File: config.mk
export PLATFORM = sky130hd
export DESIGN_NAME = fcs_gen_serial_flat
export DESIGN_NICKNAME = d
export VERILOG_FILES = /design/src/rtl/fcs_gen_serial_if.sv /design/src/rtl/fcs_gen_serial.sv /design/src/flat_wrapper.sv
export SDC_FILE = /design/constraint.sdc
export NUM_CORES = 1
export LEC_CHECK = 0
export CAP_MARGIN = 20
export CORE_ASPECT_RATIO = 1.5
export CORE_UTILIZATION = 61
export CTS_CLUSTER_DIAMETER = 40
export DETAILED_ROUTE_END_ITERATION = 10
export PLACE_DENSITY = 0.8
export SLEW_MARGIN = 10
export SYNTH_ARGS = -nofsm -noshare
export SYNTH_HDL_FRONTEND = slang
export SYNTH_SLANG_ARGS = --single-unit
File: constraint.sdc
create_clock -name clk -period 2.3 [get_ports clk]
set_input_delay 0.23 -clock clk [delete_from_list [all_inputs] [get_ports clk]]
set_output_delay 0.23 -clock clk [all_outputs]
set_load 0.1 [all_outputs]
File: src/rtl/fcs_gen_serial_if.sv
// Serial FCS generator handshake bundle: bit-wide input with valid/ready, registered output stream.
// master drives payload bits and consumes the stream; slave is the generator itself.
interface fcs_gen_serial_if;
   logic in_valid;
   logic in_ready;
   logic start_of_frame;
   logic end_of_frame;
   logic data_in;
   logic out_valid;
   logic data_out;
   logic out_sof;
   logic out_fcs_start;
   logic out_last;

   modport master (
      output in_valid, start_of_frame, end_of_frame, data_in,
      input  in_ready, out_valid, data_out, out_sof, out_fcs_start, out_last
   );

   modport slave (
      input  in_valid, start_of_frame, end_of_frame, data_in,
      output in_ready, out_valid, data_out, out_sof, out_fcs_start, out_last
   );
endinterface

File: src/rtl/fcs_gen_serial.sv
// Serial Ethernet FCS generator: echoes payload, zero-pads to MIN_BITS, appends ~CRC32 MSB first.
// Latency 1 cycle (all outputs registered); in_ready drops for the whole pad+FCS tail, no output stall.
module fcs_gen_serial #(
   parameter logic [31:0] POLY     = 32'h04C11DB7,
   parameter logic [31:0] INIT     = 32'hFFFFFFFF,
   parameter int unsigned MIN_BITS = 480
) (
   input  logic            clk,
   input  logic            reset,
   fcs_gen_serial_if.slave bus
);
   typedef enum logic [1:0] {S_IDLE, S_DATA, S_PAD, S_FCS} state_t;

   localparam logic [16:0] MIN_L    = 17'(MIN_BITS);
   // Unreachable when MIN_BITS is 0: the PAD state is never entered then.
   localparam logic [15:0] PAD_LAST = 16'(MIN_BITS - 1);

   state_t      state_q, state_d;
   logic [31:0] crc_q, crc_d;
   logic [15:0] cnt_q, cnt_d;
   logic [4:0]  idx_q, idx_d;
   logic        out_valid_q, out_valid_d;
   logic        data_out_q, data_out_d;
   logic        out_sof_q, out_sof_d;
   logic        out_fcs_start_q, out_fcs_start_d;
   logic        out_last_q, out_last_d;

   logic        in_ready;
   logic        accept;
   logic [15:0] cnt_inc;
   logic [15:0] cnt_nx;
   logic        pad_needed;

   function automatic logic [31:0] crc_step(input logic [31:0] c, input logic b);
      return {c[30:0], 1'b0} ^ ((b ^ c[31]) ? POLY : 32'd0);
   endfunction

   assign in_ready   = (state_q == S_IDLE) || (state_q == S_DATA);
   assign accept     = bus.in_valid && in_ready;
   assign cnt_inc    = (cnt_q == 16'hFFFF) ? cnt_q : cnt_q + 16'd1;
   assign cnt_nx     = (state_q == S_IDLE) ? 16'd1 : cnt_inc;
   assign pad_needed = ({1'b0, cnt_nx} < MIN_L);

   always_comb begin
      state_d         = state_q;
      crc_d           = crc_q;
      cnt_d           = cnt_q;
      idx_d           = idx_q;
      out_valid_d     = 1'b0;
      data_out_d      = 1'b0;
      out_sof_d       = 1'b0;
      out_fcs_start_d = 1'b0;
      out_last_d      = 1'b0;

      case (state_q)
         S_IDLE: begin
            if (accept && bus.start_of_frame) begin
               crc_d       = crc_step(INIT, bus.data_in);
               cnt_d       = cnt_nx;
               idx_d       = 5'd0;
               out_valid_d = 1'b1;
               data_out_d  = bus.data_in;
               out_sof_d   = 1'b1;
               if (bus.end_of_frame) state_d = pad_needed ? S_PAD : S_FCS;
               else                  state_d = S_DATA;
            end
         end
         S_DATA: begin
            if (accept) begin
               crc_d       = crc_step(crc_q, bus.data_in);
               cnt_d       = cnt_nx;
               out_valid_d = 1'b1;
               data_out_d  = bus.data_in;
               if (bus.end_of_frame) state_d = pad_needed ? S_PAD : S_FCS;
            end
         end
         S_PAD: begin
            crc_d       = crc_step(crc_q, 1'b0);
            cnt_d       = cnt_inc;
            out_valid_d = 1'b1;
            if (cnt_q >= PAD_LAST) state_d = S_FCS;
         end
         S_FCS: begin
            // Complemented remainder leaves MSB first; idx wraps back to 0 for the next frame.
            out_valid_d     = 1'b1;
            data_out_d      = ~crc_q[31];
            crc_d           = {crc_q[30:0], 1'b0};
            out_fcs_start_d = (idx_q == 5'd0);
            out_last_d      = (idx_q == 5'd31);
            idx_d           = idx_q + 5'd1;
            if (idx_q == 5'd31) state_d = S_IDLE;
         end
         default: state_d = S_IDLE;
      endcase
   end

   always_ff @(posedge clk) begin
      if (reset) begin
         state_q         <= S_IDLE;
         crc_q           <= INIT;
         cnt_q           <= 16'd0;
         idx_q           <= 5'd0;
         out_valid_q     <= 1'b0;
         data_out_q      <= 1'b0;
         out_sof_q       <= 1'b0;
         out_fcs_start_q <= 1'b0;
         out_last_q      <= 1'b0;
      end else begin
         state_q         <= state_d;
         crc_q           <= crc_d;
         cnt_q           <= cnt_d;
         idx_q           <= idx_d;
         out_valid_q     <= out_valid_d;
         data_out_q      <= data_out_d;
         out_sof_q       <= out_sof_d;
         out_fcs_start_q <= out_fcs_start_d;
         out_last_q      <= out_last_d;
      end
   end

   assign bus.in_ready      = in_ready;
   assign bus.out_valid     = out_valid_q;
   assign bus.data_out      = data_out_q;
   assign bus.out_sof       = out_sof_q;
   assign bus.out_fcs_start = out_fcs_start_q;
   assign bus.out_last      = out_last_q;
endmodule

File: src/flat_wrapper.sv
// flat-port wrapper written by rule: the top's interface ports become plain ports
module fcs_gen_serial_flat 
#(
   parameter logic [31:0] POLY     = 32'h04C11DB7,
   parameter logic [31:0] INIT     = 32'hFFFFFFFF,
   parameter int unsigned MIN_BITS = 480
)
  (clk, reset, bus_in_valid, bus_start_of_frame, bus_end_of_frame, bus_data_in, bus_in_ready, bus_out_valid, bus_data_out, bus_out_sof, bus_out_fcs_start, bus_out_last);
  fcs_gen_serial_if bus_i ();
  input  logic clk;
  input  logic reset;
  input wire logic [$bits(bus_i.in_valid)-1:0] bus_in_valid;
  input wire logic [$bits(bus_i.start_of_frame)-1:0] bus_start_of_frame;
  input wire logic [$bits(bus_i.end_of_frame)-1:0] bus_end_of_frame;
  input wire logic [$bits(bus_i.data_in)-1:0] bus_data_in;
  output wire logic [$bits(bus_i.in_ready)-1:0] bus_in_ready;
  output wire logic [$bits(bus_i.out_valid)-1:0] bus_out_valid;
  output wire logic [$bits(bus_i.data_out)-1:0] bus_data_out;
  output wire logic [$bits(bus_i.out_sof)-1:0] bus_out_sof;
  output wire logic [$bits(bus_i.out_fcs_start)-1:0] bus_out_fcs_start;
  output wire logic [$bits(bus_i.out_last)-1:0] bus_out_last;
  assign bus_i.in_valid = bus_in_valid;
  assign bus_i.start_of_frame = bus_start_of_frame;
  assign bus_i.end_of_frame = bus_end_of_frame;
  assign bus_i.data_in = bus_data_in;
  assign bus_in_ready = bus_i.in_ready;
  assign bus_out_valid = bus_i.out_valid;
  assign bus_data_out = bus_i.data_out;
  assign bus_out_sof = bus_i.out_sof;
  assign bus_out_fcs_start = bus_i.out_fcs_start;
  assign bus_out_last = bus_i.out_last;
  fcs_gen_serial #(.POLY(POLY), .INIT(INIT), .MIN_BITS(MIN_BITS)) u_core (.clk(clk), .reset(reset), .bus(bus_i));
endmodule
## Word level (Yosys, flattened, before mapping)

Cells that the tools add are included.

- Input bits: 6
- Logic and storage cells: 71
- Register bits after elaboration: 60

- Muxes and demuxes: 27
- Equality and inequality tests: 10
- Add/sub/neg operators: 2
- Reduce and logical (&&, ||, !) cells: 14
- Bitwise logic cells: 7
- Order comparisons: 2

Operator list:

| cell | number |
|---|---|
| $pmux 32 s4 | 1 |
| $mux 27 | 3 |
| $mux 16 | 4 |
| $mux 32 | 2 |
| $xor 32x32->32 | 2 |
| $pmux 16 s3 | 1 |
| $not 31->31 | 1 |
| $add 16x1->16 const B | 1 |
| $eq 16x16->1 const B | 1 |
| $ge 16x9->1 const B | 1 |
| $lt 16x9->1 const B | 1 |
| $mux 2 | 6 |
| $pmux 5 s2 | 1 |
| $pmux 2 s4 | 1 |
| $ne 2x1->1 const B | 3 |
| $pmux 1 s3 | 2 |
| $reduce_or 2->1 | 3 |
| $add 5x1->5 const B | 1 |
| $eq 5x5->1 const B | 1 |
| $logic_not 5->1 | 1 |
| $mux 1 | 5 |
| $mux 5 | 1 |
| $reduce_and 5->1 | 1 |
| $eq 2x2->1 const B | 2 |
| other kinds (11) | 16 |

## Logic depth before layout (Yosys ltp)

Gate-level depths: netlist of run 1.

- Word-level depth: 8
- Mapped depth: 9
- Depth with buffers taken out: 8

## Worst setup path before layout of run 1

Ideal clock, no wire load.

- Kind: register to register
- Start point: reg u_core.state_q[0]
- End point: reg u_core.cnt_q[4]
- Stages on the path, launching flop included: 10
- Path slack: 0.316 ns
- Library setup time: 0.124 ns
- Buffers on the path: 1
- Data arrival time: 1.860 ns
- Required time: 2.176 ns
- Cells stage by stage: dfxtp_1 > inv_1 > ha_1 > buf_2 > a21bo_1 > o211ai_1 > a21oi_1 > nand4_1 > xor2_1 > nor2_1

- Longest elaborated chain between the ends: 6
- Elaborated cells between the ends (all ways): 14
- Classes of those cells: 4 x eq/ne; 4 x mux; 6 x reduce/logical

RTL lines:

| item | line | RTL |
|---|---|---|
| start: declaration | fcs_gen_serial.sv:18 | `state_t state_q, state_d;` |
| start signal: assignment | fcs_gen_serial.sv:109 | `state_q <= state_d;` |
| $eq 2x1->1 or $logic_not 2->1 (tied branches) | fcs_gen_serial.sv:38, fcs_gen_serial.sv:55, fcs_gen_serial.sv:41 |  |
| $logic_or 1x1->1 | fcs_gen_serial.sv:38 | `assign in_ready = (state_q == S_IDLE) \|\| (state_q == S_DATA);` |
| $logic_and 1x1->1 | fcs_gen_serial.sv:39 | `assign accept = bus.in_valid && in_ready;` |
| $logic_and 1x1->1 | fcs_gen_serial.sv:57 | `if (accept && bus.start_of_frame) begin` |
| $ne 2x2->1 (no line) | - |  |
| $reduce_and 3->1 (no line) | - |  |
| end signal: assignment | fcs_gen_serial.sv:111 | `cnt_q <= cnt_d;` |
| end: declaration | fcs_gen_serial.sv:20 | `logic [15:0] cnt_q, cnt_d;` |

Several ways; a longest one is shown, not always the timed one. The select of a mux whose other input is x is not followed.
A chain may end at the register's enable or synchronous reset.

## Final worst setup path of run 1

- Start point: reg u_core.state_q[1]
- End point: reg u_core.crc_q[4]

- Longest elaborated chain between the ends: 6
- Elaborated cells between the ends (all ways): 11
- Classes of those cells: 5 x eq/ne; 1 x mux; 5 x reduce/logical

RTL lines:

| item | line | RTL |
|---|---|---|
| $eq 2x1->1 or $logic_not 2->1 (tied branches) | fcs_gen_serial.sv:38, fcs_gen_serial.sv:55 |  |
| $logic_or 1x1->1 | fcs_gen_serial.sv:38 |  |
| $logic_and 1x1->1 | fcs_gen_serial.sv:39 |  |
| $logic_and 1x1->1 | fcs_gen_serial.sv:57 |  |
| $ne 2x2->1 (no line) | - |  |
| $reduce_and 2->1 (no line) | - |  |
| end signal: assignment | fcs_gen_serial.sv:110 | `crc_q <= crc_d;` |
| end: declaration | fcs_gen_serial.sv:19 | `logic [31:0] crc_q, crc_d;` |

Several ways; a longest one is shown, not always the timed one.

==> run summary, run 1 <==
The flow ran to the end, and the final reports show no timing, DRC or antenna violations. After synthesis the cells add up to 0.003291 sq mm. The sequential area share after synthesis is 0.3650. The most frequent cell after synthesis was sky130_fd_sc_hd__dfxtp_1.

The synthesis warning total was 0. The setup slack on the worst flop-to-flop path is 0.22 ns, and the layout cell share with drive strength beyond 1 is 0.1456. Synthesis inferred 60 register bits. Counting the buffers created by CTS gives 9. The detailed-route wire length per cell works out to 15.33 um. The filler cells instantiated in the layout total 412.

The tools report the net count of the mapped netlist as 411. Clock tree synthesis selected as its root buffer the cell sky130_fd_sc_hd__clkbuf_8. The total overflow reported by the global router is 0.

Fraction of synthesized cell area taken by the top area cell type: 0.3650. Port buffering added 11 buffers. The async set or reset register ratio after synthesis was 0. The hold-fix buffer count after cts is 0.

In this run the worst hold path is classified as in2reg. The count of nets left with antenna violations once routing finished came out at 0. The logs give 0 for the total count of max-transition violations in the final report and 0.003696 sq mm for the final non-filler cell area.

In the synthesized netlist the dominant register cell turns out to be sky130_fd_sc_hd__dfxtp_1. The run gives 0.6371 as the initial core utilization. Clock latency on the worst-skew pair, taken at its later pin, is 0.35 ns. Slew of the pin with the lowest slew margin: 0.7137 ns. By count the netlist is led by sky130_fd_sc_hd__dfxtp_1 (60), sky130_fd_sc_hd__nor2_1 (54), sky130_fd_sc_hd__a21oi_1 (32).

Entering global routing, the biggest net connects 44 pins. Cell type with the highest aggregate area in the netlist: sky130_fd_sc_hd__dfxtp_1. After synthesis, the cell types taking the most area are sky130_fd_sc_hd__dfxtp_1 (37%), sky130_fd_sc_hd__nor2_1 (6.2%), sky130_fd_sc_hd__o21bai_1 (5.2%).

In the final timing run, aggregate negative setup slack is 0 ns. The y dimension of the die was 91.96 um. After detailed routing, the total wire length is 7468 um.

The total via count in the routed design was 2,978; the final core utilization was 0.7156. Number of H-tree branching levels: 3. The initial antenna violation count was 0. Post-detailed-placement cell area: 0.003487 sq mm.

12 I/O pins were placed. The number of detailed-route iterations in the first pass was 4. In this run the static leakage power is 1.470 nW. The area of the die is 0.005698 sq mm. The worst setup path is launched from a flop.

The run gives 0.01038 ns as the final worst clock skew. Clock tree synthesis found a total of 60 sinks. The tools report the via count of the first global-routing pass as 2,831. Setup violations remaining at the end of the flow were counted as 0.

The number of standard cells after synthesis is 397, and the clock transition at the registers of the reported paths is 0.08 ns. The highest clock rate was 0.4803 GHz; the peak supply drop was 0.9074 mV. After synthesis, the mean cell area works out to 8.289 sq um. The global-route usage over all layers came out at 0.2909. TritonCTS built the clock tree. The number of hold violations in the final report was 0. The congestion estimate from routability-driven global placement came to 0.8633. The core region is 0.005165 sq mm. Once detailed placement completed, the half-perimeter wirelength came to 5230 um.

The top fanout value on the critical path is 8, and the number of standard-cell rows in the floorplan is 32. The longest clock path from root to sink contains 2 buffers. The run gives 0 as the total DRC errors in the routed layout.

Synthesis instantiated 60 different standard cells from the library. Data arrives at the worst endpoint at 2.31 ns. The tools report the relative slew slack as 0.5242.

0 antenna diodes ended up in the layout. In this run, synthesis inferred 0 flip-flops with an integrated enable. The worst setup path is captured at a flop. The final clock period utilization by the worst path came out at 0.9052. The critical path is of the reg2reg type.

The growth of design area from synthesis to finish works out to 12.32%. The detailed router's first-iteration violation count was 228; the required time at the endpoint of the critical path was 2.53 ns. The minimum clock period after layout is 2.082 ns, and the number of vias per cell after detailed routing is 6.115. The areal power density over the cells is 1319 mW/mm^2. The width of the chip works out to 61.97 um.

The final-stage net count was 428. The first-pass GRT wire length is 12,500 um, and the reported max-cap violation count is 0. Setup repair after global routing left no endpoint under its margin.
## area by class of cell
| cell class | count | area, sq um | share of cell area |
|---|---|---|---|
| Clock buffer | 10 | 137.6 | 0.03724 |
| Clock inverter | 6 | 40.04 | 0.01083 |
| Inverter | 13 | 48.80 | 0.01320 |
| Sequential cell | 60 | 1201 | 0.3250 |
| Multi-Input combinational cell | 300 | 1938 | 0.5244 |
| Tap cell | 68 | 85.08 | 0.02302 |
| Timing Repair Buffer | 30 | 245.2 | 0.06635 |
## registers in the layout, indices dropped and copies added (netlist names)
register                  flops
u_core.idx_q                  5
u_core.crc_q                 32
u_core.bus.data_out           1
u_core.bus.out_valid          1
u_core.cnt_q                 16
u_core.bus.out_sof            1
u_core.state_q                2
u_core.bus.out_fcs_start      1
u_core.bus.out_last           1
## stage by stage
step	cells	total power, mW	setup slack, ns	hold WS (ns)
5_1_grt	487	5.232	0.06163	0.4492
3_5_place_dp	471	3.957	0.09757	0.4917
3_3_place_gp	471	3.883	0.2183	0.4809
2_1_floorplan	397	3.322	0.3163	0.3919
4_1_cts	487	4.819	0.07147	0.4298
6_report	487	4.875	0.2181	0.4222
## cells in the final DEF (no fill, tap or decap), types with 4 or more instances in the layout
cell type                         instances
sky130_fd_sc_hd__inv_1                   13
sky130_fd_sc_hd__o21ai_0                 21
sky130_fd_sc_hd__a21oi_1                 32
sky130_fd_sc_hd__nand3_1                 15
sky130_fd_sc_hd__nand2_1                 19
sky130_fd_sc_hd__nor2_1                  54
sky130_fd_sc_hd__a21o_1                  10
sky130_fd_sc_hd__o21bai_1                23
sky130_fd_sc_hd__nand2b_1                14
sky130_fd_sc_hd__clkbuf_8                10
sky130_fd_sc_hd__buf_4                   24
sky130_fd_sc_hd__nand4_1                  6
sky130_fd_sc_hd__mux2i_1                 12
sky130_fd_sc_hd__ha_1                     6
sky130_fd_sc_hd__dfxtp_1                 60
sky130_fd_sc_hd__a22oi_1                  4
sky130_fd_sc_hd__xor2_1                   5
sky130_fd_sc_hd__nor3_1                   8
sky130_fd_sc_hd__a31oi_1                  5
sky130_fd_sc_hd__nor2b_1                  5
sky130_fd_sc_hd__clkdlybuf4s50_1          4
## critical path, cell delays in order, from the launching register on
cell	delay (ns)
sky130_fd_sc_hd__dfxtp_1	0.40
sky130_fd_sc_hd__inv_1	0.10
sky130_fd_sc_hd__ha_2	0.24
sky130_fd_sc_hd__nor2b_1	0.17
sky130_fd_sc_hd__o21ai_0	0.17
sky130_fd_sc_hd__o311ai_1	0.16
sky130_fd_sc_hd__nor2b_1	0.20
sky130_fd_sc_hd__a2111oi_1	0.42
sky130_fd_sc_hd__o21bai_1	0.10
## path summary, 6_finish.rpt
| check | start | depth (start not counted) | endpoint |
|---|---|---|---|
| setup / recovery | u_core.state_q[1] | 8 | u_core.crc_q[4] |
| hold / removal | reset | 2 | u_core.idx_q[2] |
| hold reg to reg | u_core.crc_q[0] | 1 | u_core.crc_q[0] |
| setup reg to reg | u_core.state_q[1] | 8 | u_core.crc_q[4] |
## cell families after synthesis
kind of cell               Yosys count  share of synthesized area
AOI/OAI and AO/OA                  131                     0.2665
muxes                               14                    0.04335
adders and majority gates            8                    0.03042
DFF                                 60                     0.3650
buffers and inverters               37                    0.05551
and+or+nand+nor                    142                     0.2259
xor gates and xnor gates             5                    0.01331
## power by group
group | leakage [nW] | internal (mW) | switching [mW] | total, mW
clock | 0.0920 | 0.417 | 0.438 | 0.856
sequential | 0.491 | 1.32 | 0.201 | 1.53
combinational | 0.886 | 0.905 | 1.59 | 2.49
## per-layer routing
layer | track usage | vias up | share of wire
met5 | 0 | - | 0
met4 | 0.1519 | 0 | 0.035
met3 | 0.05501 | 24 | 0.032
met2 | 0.4849 | 57 | 0.52
met1 | 0.3354 | 1422 | 0.42
li1 | - | 1475 | -
## timing repair
item	4_1_cts	5_1_grt
endpoints found under the setup margin	0	13
gates resized for setup	0	10
setup buffers	0	0
Power figures use the tool's default switching activity.
==> run 2, diff against run 1 <==
==> constraint.sdc (replaced) <==
create_clock -name clk -period 2.3 [get_ports clk]
set_input_delay 0.575 -clock clk [delete_from_list [all_inputs] [get_ports clk]]
set_output_delay 0.575 -clock clk [all_outputs]
set_load 0.1 [all_outputs]
==> run summary, run 2 (same netlist as run 1, synthesis figures left out) <==
The flow ran to the end, and the final reports show no timing, DRC or antenna violations. For the total DRC errors in the routed layout, the log shows 0 (unchanged). The run gives 0.6371 (unchanged) as the initial core utilization.

The tools report the clock latency of the later-clocked register in the worst-skew pair as 0.35 ns (about the same). The placed wire-length estimate after detailed placement was 5431 um (was 5230 um); the data arrival time at the worst-slack endpoint was 1.65 ns (was 2.31 ns). For the largest net degree at the start of global routing, the log shows 27 (was 44). The tools report the global-route track usage on met3 as 0.08463 (was 0.05501).

The run gives 8357 um (was 7468 um) as the total wire length. Number of filler cells placed in the layout: 387 (was 412). The number of antenna repair diodes was 0 (unchanged). The cell depth of the worst min-delay path came out at 1 (was 2). The top fanout value on the critical path works out to 7 (was 8).

Launch point of the worst hold path: u_core.crc_q[0] (was reset). The layout cell share with drive strength beyond 1 is 0.1647 (was 0.1456), and the y dimension of the die is 91.96 um (unchanged). The pre-CTS setup slack was -0.1229 ns (was 0.09757 ns).

The slew of the pin with the lowest slew margin is 0.5996 ns (was 0.7137 ns), and the number of hold violations in the final report is 0 (unchanged). The class of the tightest hold or removal check was reg2reg (was in2reg). The tools report the weighted congestion at the end of routability-driven global placement as 0.9313 (was 0.8633). Most used cells in the layout excluding fill and tap cells: sky130_fd_sc_hd__dfxtp_1 (58), sky130_fd_sc_hd__nor2_1 (54), sky130_fd_sc_hd__buf_4 (36) (was sky130_fd_sc_hd__dfxtp_1 (60), sky130_fd_sc_hd__nor2_1 (54), sky130_fd_sc_hd__a21oi_1 (32)). The width of the chip was 61.97 um (unchanged). The total via count in the routed design was 3,194 (was 2,978).

The flip-flop count of the largest register after layout came out at 32 (unchanged). The number of detailed-route iterations in the first pass is 5 (was 4), and the smallest setup slack after layout is 0.07562 ns (was 0.2181 ns). For the post-route antenna net violation count, the log shows 0 (unchanged).

The tools report the type of origin of the critical path as a flop (unchanged). The run gives 0 (unchanged) as the reported max-cap violation count. The most crowded layer after global routing was met2 (unchanged). The run gives 3 (unchanged) as the number of H-tree branching levels.

The total design power was 5.370 mW (was 4.875 mW). The required time at the endpoint of the critical path was 1.73 ns (was 2.53 ns); the hold-fix buffer count after cts was 0 (unchanged). TritonCTS built the clock tree. The worst setup path category is reg2out (was reg2reg). The area of the die is 0.005698 sq mm (unchanged), and the final count of negative-setup-slack endpoints is 0 (unchanged).

The via count of the first global-routing pass is 2,993 (was 2,831), and the number of clock buffers inserted by TritonCTS is 9 (unchanged). The tools report the initial antenna violation count as 0 (unchanged). The growth of design area from synthesis to finish is 16.24% (was 12.32%), and the met1 usage in global routing is 0.3557 (was 0.3354). The final clock period utilization by the worst path works out to 0.9671 (was 0.9052).

The register with the most flip-flops was u_core.crc_q (unchanged). For the global routing met2 resource utilization, the log shows 0.5089 (was 0.4849). The total overflow reported by the global router is 0 (unchanged).

The tools report the total count of max-transition violations in the final report as 0 (unchanged). The detailed-route wire length per cell came out at 16.75 um (was 15.33 um). The clock root buffer is sky130_fd_sc_hd__clkbuf_8 (unchanged).

The run gives 0.18 ns (was 0.22 ns) as the setup slack on the worst flop-to-flop path. The number of cells on the worst reg-to-reg path was 9 (was 8). The tools report the terminus of the critical flop-to-flop path as u_core.crc_q[26] (was u_core.crc_q[4]).

The sink count of the clock tree is 60 (unchanged). Start of the worst register-to-register path: u_core.state_q[1] (unchanged). The run gives 32 (unchanged) as the number of standard-cell rows in the floorplan. The relative slew slack was 0.5961 (was 0.5242); the areal power density over the cells was 1404 mW/mm^2 (was 1319 mW/mm^2).

The clock transition at the registers of the reported paths was 0.07 ns (was 0.08 ns). The tools report the peak supply drop as 1.009 mV (was 0.9074 mV). The final worst clock skew is 0.007987 ns (was 0.01038 ns), and the number of primary I/O pins is 12 (unchanged).

Top Registers: u_core.crc_q: 32 flops, u_core.cnt_q: 16 flops, u_core.idx_q: 5 flops (unchanged). The logs give 440 (was 428) for the final-stage net count and 13,340 um (was 12,500 um) for the first-pass GRT wire length. The area of the core is 0.005165 sq mm (unchanged).

The kind of end point of the critical path was a primary output (was a flop). The detailed router's first-iteration violation count is 203 (was 228), and the count of port buffers added during placement is 11 (unchanged). For the leakage dissipation, the log shows 1.545 nW (was 1.470 nW). The most common cell after layout, fill and taps aside was sky130_fd_sc_hd__dfxtp_1 (unchanged). The number of vias per cell after detailed routing came out at 6.401 (was 6.115). The worst-case clock buffer depth came out at 2 (unchanged). The minimum clock period after layout is 2.224 ns (was 2.082 ns). The highest clock rate came out at 0.4496 GHz (was 0.4803 GHz). The tools report the worst min-delay path endpoint as u_core.crc_q[0] (was u_core.idx_q[2]).

The global-route usage over all layers is 0.3160 (was 0.2909).
-- run 2: timing repair --
item                       in CTS  in global routing
setup endpoints to repair       1                 16
resized for setup               1                  9
buffers inserted                0                  2
pin swaps                       0                  4
-- run 2: metal layers --
metal  vias up  wire (um)
met5         -          0
met4         0        359
met3        36        400
met2       111       4259
met1      1550       3338
li1       1497          -
-- run 2: worst max-delay path, stage by stage (launching register included) --
cell and delay, ns:
sky130_fd_sc_hd__dfxtp_2 0.36, sky130_fd_sc_hd__inv_1 0.08, sky130_fd_sc_hd__ha_1 0.21, sky130_fd_sc_hd__buf_4 0.17, sky130_fd_sc_hd__or2_2 0.30, sky130_fd_sc_hd__buf_12 0.17
-- run 2: cell type report --
cell class,count,area (sq um),area share
clock buffers,12,145.1,0.03795
flip-flops and latches,60,1204,0.3147
multi-input cells,300,1934,0.5057
clock inverters,4,72.57,0.01897
inverters,13,48.80,0.01276
repair buffers,42,335.3,0.08767
well taps,68,85.08,0.02224
-- run 2: worst max path at each step --
stage / startpoint / endpoint / slack [ns] / cells after the start
2_1_floorplan: u_core.state_q[0] / bus_in_ready / 0.31 / 5
3_3_place_gp: bus_in_valid / u_core.cnt_q[6] / -0.07 / 8
3_5_place_dp: bus_data_in / u_core.crc_q[4] / -0.12 / 7
4_1_cts: u_core.state_q[1] / u_core.crc_q[10] / 0.007 / 8
5_1_grt: u_core.state_q[0] / u_core.state_q[0] / -0.01 / 8
6_report: u_core.state_q[1] / bus_in_ready / 0.08 / 5
-- run 2: report_power, final --
group / total (mW) / switching, mW / internal, mW
Combinational: 2.78 / 1.70 / 1.08
Sequential: 1.53 / 0.202 / 1.33
Clock: 1.06 / 0.420 / 0.638
Total: 5.37 / 2.32 / 3.05
-- run 2: through the flow --
step                        util  std cells   TNS, ns  instance area (sq um)  hold WS, ns
after detailed placement  0.6897        481    -1.116                   3562       0.4852
after CTS                 0.7321        497         0                   3781       0.5012
final                     0.7406        499         0                   3825       0.4955
after global routing      0.7406        499  -0.01339                   3825       0.5235
after global placement    0.6897        481   -0.4434                   3562       0.4749
after floorplan                -        397         0                   3291       0.4589
==> run 3, diff against run 2 <==
Settings changed: CTS_CLUSTER_SIZE from default to 14, RECOVER_POWER from default to 25, TNS_END_PERCENT from default to 20.
==> run summary, run 3 (same netlist as run 1, synthesis figures left out) <==
Number of vias per cell after detailed routing: 6.322 (was 6.401). The worst setup path category is reg2out (unchanged). The weighted congestion at the end of routability-driven global placement was 0.9313 (unchanged); the cell depth of the worst min-delay path was 1 (unchanged). Top fanout value on the critical path: 7 (unchanged). The logs give 12 (unchanged) for the number of primary I/O pins and 1.530 nW (was 1.545 nW) for the leakage dissipation. The most common cell after layout, fill and taps aside is sky130_fd_sc_hd__dfxtp_1 (unchanged).

The initial antenna violation count is 0 (unchanged), and the final sum of negative setup slack is 0 ns (unchanged). The detailed-route wire length per cell is 16.56 um (was 16.75 um). The class of the tightest hold or removal check was reg2reg (unchanged). The run gives 3188 um (was 3338 um) as the wire length on met1.

The post-route antenna net violation count is 0 (unchanged). The final clock period utilization by the worst path was 0.9642 (was 0.9671); the detailed router's first-iteration violation count was 203 (unchanged). The tools report the kind of end point of the critical path as a primary output (unchanged).

The top routing layer in use was met4 (unchanged). The number of detailed-route iterations in the first pass is 4 (was 5). The peak supply drop is 1.011 mV (was 1.009 mV).

Top Registers: u_core.crc_q: 32 flops, u_core.cnt_q: 16 flops, u_core.idx_q: 5 flops (unchanged). The highest clock rate is 0.4509 GHz (was 0.4496 GHz). The clock transition at the registers of the reported paths is 0.07 ns (about the same), and the slew of the pin with the lowest slew margin is 0.5876 ns (was 0.5996 ns). The flow ran to the end, and the final reports show no timing, DRC or antenna violations. For the reported max-cap violation count, the log shows 0 (unchanged). Area of the core: 0.005165 sq mm (unchanged). The final count of negative-setup-slack endpoints was 0 (unchanged). The routed length on met2 is 4244 um (was 4259 um), and the number of antenna repair diodes is 0 (unchanged). The relative slew slack was 0.6041 (was 0.5961); the minimum clock period after layout was 2.218 ns (was 2.224 ns). The number of H-tree branching levels is 3 (unchanged), and the width of the chip is 61.97 um (unchanged). The run gives 13,340 um (unchanged) as the first-pass GRT wire length.

For the total wire length, the log shows 8230 um (was 8357 um). Most used cells in the layout excluding fill and tap cells: sky130_fd_sc_hd__dfxtp_1 (58), sky130_fd_sc_hd__nor2_1 (54), sky130_fd_sc_hd__a21oi_1 (32) (was sky130_fd_sc_hd__dfxtp_1 (58), sky130_fd_sc_hd__nor2_1 (54), sky130_fd_sc_hd__buf_4 (36)). Total DRC errors in the routed layout: 0 (unchanged). The run gives 0 (unchanged) as the total overflow reported by the global router.

The areal power density over the cells is 1397 mW/mm^2 (was 1404 mW/mm^2), and the global-route usage over all layers is 0.3160 (unchanged). The tools report the via count of the first global-routing pass as 2,993 (unchanged). The growth of design area from synthesis to finish works out to 15.40% (was 16.24%). For the number of clock buffers inserted by TritonCTS, the log shows 9 (unchanged).

The flip-flop count of the largest register after layout was 32 (unchanged). Sink count of the clock tree: 60 (unchanged). The detailed-routed wire length on met3 is 445 um (was 400 um). The start of the worst register-to-register path was u_core.state_q[1] (unchanged). Launching instance or port of the critical path: u_core.state_q[1] (unchanged).

The required time at the endpoint of the critical path was 1.73 ns (about the same). The register with the most flip-flops is u_core.crc_q (unchanged). The initial core utilization is 0.6371 (unchanged). The layout cell share with drive strength beyond 1 came out at 0.1632 (was 0.1647).

The largest net degree at the start of global routing was 27 (unchanged); the placed wire-length estimate after detailed placement was 5431 um (unchanged). The clock root buffer was sky130_fd_sc_hd__clkbuf_8 (unchanged). For the clock latency of the later-clocked register in the worst-skew pair, the log shows 0.35 ns (about the same). The tools report the launch point of the worst hold path as u_core.crc_q[0] (unchanged). The y dimension of the die is 91.96 um (unchanged), and the worst-case clock buffer depth is 2 (unchanged). The final-stage net count is 438 (was 440). The logs give 497 (was 499) for the non-filler instance count after layout and 3,142 (was 3,194) for the total via count in the routed design.

Final worst clock skew: 0.007179 ns (was 0.007987 ns). TritonCTS built the clock tree. Number of hold violations in the final report: 0 (unchanged). Total count of max-transition violations in the final report: 0 (unchanged). The count of port buffers added during placement is 11 (unchanged). The data arrival time at the worst-slack endpoint is 1.64 ns (was 1.65 ns), and the number of standard-cell rows in the floorplan is 32 (unchanged).

The type of origin of the critical path was a flop (unchanged). The cell count after placement was 481 (unchanged). For the area of the die, the log shows 0.005698 sq mm (unchanged). The number of cells on the worst reg-to-reg path works out to 9 (unchanged).
[run 3: repair_timing]
item / CTS / global route
resized for setup: 1 / 10
setup endpoints to repair: 1 / 16
gates cloned: 0 / 0
hold buffers: 0 / 0
setup buffers: 0 / 0
endpoints found under the hold margin: 0 / 0
pin swaps: 0 / 4
[run 3: final timing paths]
path / slack (ns) / endpoint
max: 0.08 / bus_in_ready
min: 0.50 / u_core.crc_q[0]
max reg2reg: 0.22 / u_core.cnt_q[14]
min reg2reg: 0.50 / u_core.crc_q[0]
[run 3: stage by stage]
step / hold slack (ns) / util / total power [mW] / instance area [sq um] / worst slack [ns]
2_1_floorplan: 0.4589 / - / 3.322 / 3291 / 0.3096
3_3_place_gp: 0.4749 / 0.6897 / 4.048 / 3562 / -0.07297
3_5_place_dp: 0.4852 / 0.6897 / 4.132 / 3562 / -0.1229
4_1_cts: 0.5012 / 0.7321 / 5.212 / 3781 / 0.007414
5_1_grt: 0.5235 / 0.7352 / 5.650 / 3797 / -0.01491
6_report: 0.5018 / 0.7352 / 5.303 / 3797 / 0.08235
[run 3: power breakdown]
| part | internal (mW) | total, mW | switching (mW) | leakage [nW] |
|---|---|---|---|---|
| combinational | 1.04 | 2.72 | 1.68 | 0.931 |
| clock | 0.638 | 1.05 | 0.416 | 0.107 |
| sequential | 1.33 | 1.53 | 0.202 | 0.492 |
| total | 3.00 | 5.30 | 2.30 | 1.53 |
[run 3: area by class of cell]
class | instances | area [sq um]
clock inverter | 4 | 72.57
timing repair buffer | 40 | 305.3
clock buffer | 12 | 145.1
inverter | 13 | 48.80
fill | 393 | 1368
multi-input combinational | 300 | 1937
tap | 68 | 85.08
sequential | 60 | 1204
[run 3: layer usage]
layer | GRT usage | vias to the layer above
li1 | - | 1495
met1 | 0.3557 | 1508
met2 | 0.5089 | 107
met3 | 0.08463 | 32
met4 | 0.1870 | 0
met5 | 0 | -
[run 3: worst max-delay path, cell delays in order, from the launching register on]
cell                      delay, ns
sky130_fd_sc_hd__dfxtp_2       0.36
sky130_fd_sc_hd__inv_1         0.08
sky130_fd_sc_hd__ha_1          0.22
sky130_fd_sc_hd__buf_4         0.16
sky130_fd_sc_hd__or2_2         0.30
sky130_fd_sc_hd__buf_12        0.17
